==> config.mk <==
export PLATFORM = sky130hd
export DESIGN_NAME = pet_vitals_engine
export DESIGN_NICKNAME = d
export VERILOG_FILES = /design/src/rtl/pet_vitals_engine.sv
export SDC_FILE = /design/constraint.sdc
export NUM_CORES = 1
export LEC_CHECK = 0
export ABC_AREA = 1
export CAP_MARGIN = 20
export CELL_PAD_IN_SITES_DETAIL_PLACEMENT = 0
export CELL_PAD_IN_SITES_GLOBAL_PLACEMENT = 2
export CORE_ASPECT_RATIO = 2
export CORE_UTILIZATION = 35
export CTS_CLUSTER_DIAMETER = 80
export CTS_CLUSTER_SIZE = 25
export DETAILED_ROUTE_END_ITERATION = 6
export PLACE_DENSITY = 0.83
export REMOVE_ABC_BUFFERS = 1
export SKIP_LAST_GASP = 1
export SLEW_MARGIN = 20
export SYNTH_ARGS = -nofsm -noshare
export SYNTH_HDL_FRONTEND = slang
export SYNTH_SLANG_ARGS = --single-unit
==> constraint.sdc <==
create_clock -name clk -period 7.8 [get_ports clk]
set_input_delay 1.17 -clock clk [delete_from_list [all_inputs] [get_ports clk]]
set_output_delay 1.17 -clock clk [all_outputs]
set_load 0.1 [all_outputs]
==> src/rtl/pet_vitals_engine.sv <==
// Vitals engine: NUM_STATS saturating stat counters with prescaled decay rounds,
// handshaked player actions, per-stat low flags and a latched death flag.
module pet_vitals_engine #(
    parameter int NUM_STATS   = 6,
    parameter int STAT_W      = 4,
    parameter int TICK_DIV    = 10_000_000,
    parameter int ACTION_GAIN = 3,
    parameter int LOW_THRESH  = 3,
    parameter int DEATH_ZEROS = 2
) (
    input  logic                        clk,
    input  logic                        rst_n,
    input  logic                        action_valid,
    input  logic [2:0]                  action_stat,
    output logic                        action_ready,
    input  logic [STAT_W-1:0]           rand_in,
    output logic [NUM_STATS*STAT_W-1:0] vitals,
    output logic [NUM_STATS-1:0]        low,
    output logic                        alive,
    output logic                        tick
);
    localparam int PW = $clog2(TICK_DIV);
    localparam int IW = $clog2(NUM_STATS);
    localparam logic [STAT_W-1:0] SMAX = '1;

    typedef enum logic [2:0] {IDLE, COOL, DECAY, CHECK, DEAD} state_t;

    state_t              state_q;
    logic [PW-1:0]       presc_q;
    logic                pending_q;
    logic [IW-1:0]       idx_q;
    logic [IW-1:0]       victim_q;
    logic [STAT_W-1:0]   stat_q [NUM_STATS];
    logic                wrap;
    int                  zero_cnt;

    // Sum is formed one bit wider so the clamp sees the true overflow.
    function automatic logic [STAT_W-1:0] sat_add(input logic [STAT_W-1:0] s);
        logic [STAT_W:0] sum;
        sum = {1'b0, s} + (STAT_W+1)'(ACTION_GAIN);
        return (sum > {1'b0, SMAX}) ? SMAX : sum[STAT_W-1:0];
    endfunction

    function automatic logic [STAT_W-1:0] sat_sub(input logic [STAT_W-1:0] s,
                                                  input logic [1:0]        amt);
        return (s > STAT_W'(amt)) ? s - STAT_W'(amt) : '0;
    endfunction

    assign wrap         = (state_q != DEAD) && (presc_q == PW'(TICK_DIV - 1));
    assign action_ready = (state_q == IDLE) && alive;

    always_comb begin
        zero_cnt = 0;
        for (int i = 0; i < NUM_STATS; i++)
            if (stat_q[i] == '0) zero_cnt = zero_cnt + 1;
    end

    for (genvar g = 0; g < NUM_STATS; g++) begin : g_out
        assign vitals[g*STAT_W +: STAT_W] = stat_q[g];
        assign low[g] = (stat_q[g] <= STAT_W'(LOW_THRESH));
    end

    always_ff @(posedge clk) begin
        if (!rst_n) begin
            state_q   <= IDLE;
            presc_q   <= '0;
            pending_q <= 1'b0;
            idx_q     <= '0;
            victim_q  <= '0;
            tick      <= 1'b0;
            alive     <= 1'b1;
            for (int i = 0; i < NUM_STATS; i++) stat_q[i] <= SMAX;
        end else begin
            tick <= wrap;
            if (state_q != DEAD) presc_q <= wrap ? '0 : presc_q + 1'b1;
            // A wrap arriving while a tick is already pending is dropped.
            if (wrap && !pending_q) pending_q <= 1'b1;

            case (state_q)
                IDLE: begin
                    if (action_valid) begin
                        for (int i = 0; i < NUM_STATS; i++)
                            if (32'(action_stat) == i) stat_q[i] <= sat_add(stat_q[i]);
                        state_q <= COOL;
                    end else if (pending_q) begin
                        pending_q <= 1'b0;
                        idx_q     <= '0;
                        victim_q  <= IW'(32'(rand_in) % NUM_STATS);
                        state_q   <= DECAY;
                    end
                end
                COOL: state_q <= IDLE;
                DECAY: begin
                    for (int i = 0; i < NUM_STATS; i++)
                        if (32'(idx_q) == i)
                            stat_q[i] <= sat_sub(stat_q[i], (idx_q == victim_q) ? 2'd2 : 2'd1);
                    idx_q <= idx_q + 1'b1;
                    if (32'(idx_q) == NUM_STATS - 1) state_q <= CHECK;
                end
                CHECK: begin
                    if (zero_cnt >= DEATH_ZEROS) begin
                        alive   <= 1'b0;
                        tick    <= 1'b0;
                        state_q <= DEAD;
                    end else begin
                        state_q <= IDLE;
                    end
                end
                default: ;
            endcase
        end
    end
endmodule
==> flow_metrics.env, run 1 <==
export IMPL_critPathTopFamily="simple AND/OR/NAND/NOR gates"
export IMPL_grtUsageTotal_pct=17.74
export IMPL_place_hpwl_um=9429
export IMPL_skew_ns=0.004310
export IMPL_ys_seq_area_share_pct=31.11
export IMPL_vias=4136
export IMPL_finalSetupViolations=0
export IMPL_p_per_area_nw_per_um2=167.4
export IMPL_rows=59
export IMPL_required_ns=8.06
export IMPL_cp_max_fo=5
export IMPL_cts_setup_buffers=0
export IMPL_grt_overflow_total=0
export IMPL_fin_tns_setup_ns=0
export IMPL_synthToLayoutAreaGrowth_pct=17.85
export IMPL_clockBufferDepth=2
export IMPL_die_area_um2=13730
export IMPL_cts_sinks=60
export IMPL_cts_tree="done"
export IMPL_fin_hold_ws_ns=0.4726
export IMPL_synth_seq_cells=60
export IMPL_drv_cap=0
export IMPL_start_kind="register"
export IMPL_synthCells=621
export IMPL_drc=0
export IMPL_synth_avg_cell_area_um2=7.461
export IMPL_die_w_um=83.36
export IMPL_place_gp_congestion=0.7993
export IMPL_dr_first_iter_drc_count=156
export IMPL_synth_cell_types=50
export IMPL_wl_per_cell_um=14.11
export IMPL_leakage_nw=2.488
export IMPL_status="finished, final reports clean"
export IMPL_diodes=0
export IMPL_report_final_slew_viol_count=0
export IMPL_drive_above_1_share_pct=8.942
export IMPL_max_stage_delay_ns=0.48
export IMPL_tightest_slew_ns=0.9940
export IMPL_ir_worst_vdd_mv=0.1963
export IMPL_min_path_type="register to register"
export IMPL_antenna_left=0
export IMPL_grt_max_degree=20
export IMPL_grt_antenna_before_repair=0
export IMPL_nNetsFinal=717
export IMPL_cp_common_cell="nand2_1"
export IMPL_critPathSlowestCell="edfxtp_1"
export IMPL_fp_coreArea_um2=12990
export IMPL_syn_area_um2=4633
export IMPL_critPathKind="register to register"
export IMPL_clk_latency_ns=0.32
export IMPL_h_tree_depth=3
export IMPL_routed_via_density=5.026
export IMPL_initial_utilization_pct=35.66
export IMPL_rsz0062_at_grt="no"
export IMPL_hold_viol_final=0
export IMPL_drt_pass1_iter_count=4
export IMPL_grt_pass1_vias=4118
export IMPL_ios=43
export IMPL_cts_clk_slew_worst_paths_ns=0.05
export IMPL_finalCritPeriodShare_pct=45.27
export IMPL_clockRootBuffer="clkbuf_16"
export IMPL_maxSlewHeadroom_pct=33.53
export IMPL_worstPathArrival_ns=3.79
export IMPL_path_buf_inv=4
export IMPL_fin_crit_ns=3.531
export IMPL_cts_resized_gates=0
export IMPL_grt_pass1_wl_um=19150
export IMPL_cp_end_kind="register"
export IMPL_port_buffers=42
export IMPL_yosysWarnings=0
export IMPL_cts_hold_buf=0
export IMPL_power_uw=913.8
export IMPL_die_y_um=164.7
export IMPL_fillerInstances=1377
export IMPL_wl_um=11610
export IMPL_cts_buffers=9
export IMPL_fmax_mhz=283.2
-- cells in the mapped netlist, drive strengths merged --
cell    instances  area (um2)
nand2         118       465.5
inv           111       416.7
nor2           63       310.3
a21oi          45       232.7
dfxtp          36       720.7
o21ai          36       180.2
ha             35       437.9
nand3          33       200.2
edfxtp         24       720.7
nor3           24       146.4
xor2           16       140.1
a211oi          9       67.56
or2             9       56.31
nand4           7       43.79
a31oi           6       37.54
fa              6       120.1
o221ai          6       52.55
buf             5       37.53
xnor2           5       43.79
clkbuf          3       12.51
nor4            3       18.77
a21boi          2       15.01
a21o            2       15.01
a22oi           2       15.01
o211ai          2       15.01
o22ai           2       12.51
o311ai          2       17.52
a31o            1       8.760
a32oi           1       8.760
a41oi           1       8.760
clkinv          1       3.750
nand3b          1       20.02
nor3b           1       7.510
o21bai          1       7.510
o31ai           1       7.510
o32ai           1       8.760
-- cell families after synthesis --
logic type      after synthesis  synth area share, %
compound gates              120                15.34
xor+xnor                     21                3.970
fa+ha+maj                    41                12.04
buf+inv                     120                10.15
flops                        60                31.11
simple gates                259                27.38
-- layout by cell type, fill, tap and decap left out, drive strengths merged, types with 3 or more instances in the layout --
cell             n
or2              9
a31oi            6
clkbuf          11
fa               6
xor2            16
nor2            63
a211oi           9
nor3            24
clkinv           5
o21ai           36
a21oi           45
o221ai           6
inv            111
xnor2            5
dfxtp           36
ha              35
edfxtp          24
nand4            7
nand3           33
nor4             3
nand2          118
clkdlybuf4s50   42
-- metrics by stage --
stage | utilization, % | area, um2 | std cells | setup slack, ns
2_1_floorplan | - | 4583 | 613 | 3.066
3_3_place_gp | 39.98 | 5194 | 807 | 4.130
3_5_place_dp | 39.98 | 5194 | 807 | 4.056
4_1_cts | 41.99 | 5455 | 823 | 4.186
5_1_grt | 42.03 | 5460 | 823 | 3.876
6_report | 42.03 | 5460 | 823 | 4.269
-- state kept, by name, summed over array words and instances, names as in the netlist --
register   flops
pending_q      1
state_q        3
alive          1
idx_q          3
stat_q        24
presc_q       24
victim_q       3
tick           1
-- worst paths after layout --
check | from | to | slack (ns) | depth (start not counted)
setup reg to reg | stat_q[1][1]$_SDFFCE_PN1P_ | tick$_SDFF_PN0_ | 4.27 | 27
hold / removal | alive$_SDFFE_PN1P_ | alive$_SDFFE_PN1P_ | 0.47 | 2
hold reg to reg | alive$_SDFFE_PN1P_ | alive$_SDFFE_PN1P_ | 0.47 | 2
setup / recovery | stat_q[1][1]$_SDFFCE_PN1P_ | tick$_SDFF_PN0_ | 4.27 | 27
-- layout make-up --
| cell class | instances | area (um2) | area share (%) |
|---|---|---|---|
| Clock inverter | 5 | 28.78 | 0.5270 |
| Tap cell | 152 | 190.2 | 3.483 |
| Timing Repair Buffer | 42 | 420.4 | 7.699 |
| Sequential cell | 60 | 1441 | 26.40 |
| Inverter | 112 | 420.4 | 7.699 |
| Clock buffer | 11 | 232.7 | 4.262 |
| Multi-Input combinational cell | 441 | 2726 | 49.93 |
-- power breakdown --
| part | switching [mW] | internal (mW) | total [mW] |
|---|---|---|---|
| Combinational | 0.150 | 0.0665 | 0.217 |
| Sequential | 0.0142 | 0.336 | 0.350 |
| Clock | 0.134 | 0.212 | 0.346 |
| Total | 0.299 | 0.615 | 0.914 |
-- worst min-delay path: cells and delay by family (launching register included) --
family	cells	cell delay, ns
simple gates	2	0.11
flops	1	0.32
-- layer usage --
layer	global-route usage, %	up-vias	wire (um)
li1	-	2150	-
met1	16.26	1935	4210
met2	37.85	37	6958
met3	1.899	14	195
met4	7.680	0	247
met5	0	-	0
Power figures use the tool's default switching activity.
==> run 2: changes to the inputs <==
- CORE_UTILIZATION: 35 -> 34
- PLACE_DENSITY: 0.83 -> 0.81
- clock period: 7.8 -> 3.6 ns (I/O delays scaled with it)
==> flow_metrics.env, run 2 (synthesized netlist as in run 1, its figures left out) <==
export IMPL_clockRootBuffer="clkbuf_16"
export IMPL_violations="design-rule violations"
export IMPL_drc=4
export IMPL_critPathSlowestCell="edfxtp_1"
export IMPL_place_gp_congestion=0.8411
export IMPL_cp_common_cell="nand2_1"
export IMPL_cts_tree="done"
export IMPL_worstPathArrival_ns=3.51
export IMPL_maxSlewHeadroom_pct=33.59
export IMPL_min_path_type="register to register"
export IMPL_p_per_area_nw_per_um2=370.8
export IMPL_diodes=0
export IMPL_grtUsageTotal_pct=18.42
export IMPL_wl_um=12300
export IMPL_ir_worst_vdd_mv=0.3085
export IMPL_cp_max_fo=4
export IMPL_wl_per_cell_um=14.72
export IMPL_finalSetupViolations=0
export IMPL_final_cell_mix="111 x nand2_1, 105 x inv_1, 47 x nor2_1"
export IMPL_cts_buffers=9
export IMPL_layout_commonest_cell="nand2_1"
export IMPL_synthToLayoutAreaGrowth_pct=20.47
export IMPL_register_area_um2=1441
export IMPL_critPathTopFamily="simple AND/OR/NAND/NOR gates"
export IMPL_fmax_mhz=308.3
export IMPL_fp_coreArea_um2=13360
export IMPL_start_kind="register"
export IMPL_multi_input_area_um2=2759
export IMPL_final_util_pct=41.77
export IMPL_port_buffers=42
export IMPL_dp_cells=818
export IMPL_report_final_slew_viol_count=0
export IMPL_rows=60
export IMPL_drv_cap=0
export IMPL_ios=43
export IMPL_path_buf_inv=4
export IMPL_finalCritPeriodShare_pct=90.09
export IMPL_cts_sinks=60
export IMPL_dr_first_iter_drc_count=145
export IMPL_status="finished with violations"
export IMPL_grt_max_degree=20
export IMPL_grt_pass1_wl_um=20350
export IMPL_instances_no_fill=836
export IMPL_power_mw=2.070
export IMPL_rsz0062_at_grt="no"
export IMPL_stdcell_area_um2=5582
export IMPL_die_area_um2=14130
export IMPL_critPathKind="register to register"
export IMPL_tightest_slew_ns=0.9931
export IMPL_cts_hold_buf=0
export IMPL_grt_pass1_vias=4353
export IMPL_max_stage_delay_ns=0.41
export IMPL_die_y_um=167.1
export IMPL_hold_viol_final=0
export IMPL_cp_end_kind="register"
export IMPL_antenna_left=0
export IMPL_drt_pass1_iter_count=7
export IMPL_skew_ns=0.008410
export IMPL_clk_latency_ns=0.33
export IMPL_clockBufferDepth=2
export IMPL_initial_utilization_pct=34.67
export IMPL_fillerInstances=1418
export IMPL_grt_antenna_before_repair=0
export IMPL_grt_overflow_total=0
export IMPL_placed_area_um2=5240
export IMPL_drive_above_1_share_pct=12.78
export IMPL_fin_hold_ws_ns=0.4758
export IMPL_fin_crit_ns=3.243
export IMPL_cts_clk_slew_worst_paths_ns=0.05
export IMPL_routed_via_density=5.030
export IMPL_nNetsFinal=727
export IMPL_h_tree_depth=3
export IMPL_required_ns=3.87
export IMPL_place_hpwl_um=10090
export IMPL_vias=4205
export IMPL_die_w_um=84.55
export IMPL_top_regs="presc_q (24), stat_q (24)"
export IMPL_leakage_nw=2.547
==> run 2: cell count changes in the layout (fill, tap and decap cells not counted), sizes merged <==
cell,previous run,this run
buf,0,17
clkinv,5,4
inv,111,112
clkdlybuf4s50,42,35
clkbuf,11,12
clkinvlp,1,0
==> run 2: final cells by class <==
cell class	count	share of cell area, %
Clock buffer	12	4.797
Clock inverter	4	0.3811
Inverter	112	7.532
Multi-Input combinational cell	441	49.43
Sequential cell	60	25.82
Tap cell	155	3.475
Timing Repair Buffer	52	8.563
==> run 2: worst register-to-register path, cell delays in order, from the launching register on <==
cell and delay [ns]:
edfxtp_1 0.41, inv_2 0.09, ha_2 0.19, nand2_1 0.10, nor2_4 0.12, ha_4 0.22
inv_1 0.06, nand2_2 0.08, nand2_2 0.10, nor2_4 0.05, nand3_2 0.07, nand3_2 0.07
ha_1 0.28, or2_2 0.30, nand2_1 0.09, inv_1 0.05, ha_1 0.18, nand2_1 0.08
nor2_1 0.04, nand3_1 0.08, nand2_1 0.05, clkinv_1 0.04, nand3_1 0.06, nor2_1 0.10
nand2_1 0.07, nand2_2 0.08, nand2_1 0.06, nor2_2 0.07
==> run 2: stage by stage <==
stage	TNS, ns	setup slack [ns]
after CTS	0	0.1794
after global routing	0	0.003839
after detailed placement	0	0.2001
after floorplan	-3.385	-1.134
final	0	0.3567
after global placement	0	0.2566
==> run 2: worst paths after layout <==
path,depth (start not counted),endpoint,start,slack (ns)
worst max-delay path,27,tick$_SDFF_PN0_,stat_q[1][0]$_SDFFCE_PN1P_,0.36
worst max register to register,27,tick$_SDFF_PN0_,stat_q[1][0]$_SDFFCE_PN1P_,0.36
worst min register to register,2,alive$_SDFFE_PN1P_,alive$_SDFFE_PN1P_,0.48
worst min-delay path,2,alive$_SDFFE_PN1P_,alive$_SDFFE_PN1P_,0.48
==> run 2: metal layers <==
| layer | vias up | global-route usage [%] | wire (um) |
|---|---|---|---|
| met1 | 1959 | 16.11 | 4191 |
| li1 | 2163 | - | - |
| met2 | 60 | 39.10 | 7504 |
| met3 | 23 | 2.711 | 230 |
| met4 | 0 | 8.032 | 376 |
| met5 | - | 0 | 0 |
==> run 2: report_power, final <==
group / leakage [nW] / internal, mW / switching (mW)
sequential: 0.455 / 0.728 / 0.0281
combinational: 1.94 / 0.149 / 0.329
clock: 0.148 / 0.523 / 0.313
==> run 2: timing repair <==
action | CTS | global route
endpoints found under the setup margin | 0 | 3
gates resized for setup | 0 | 10
buffers inserted | 0 | 2
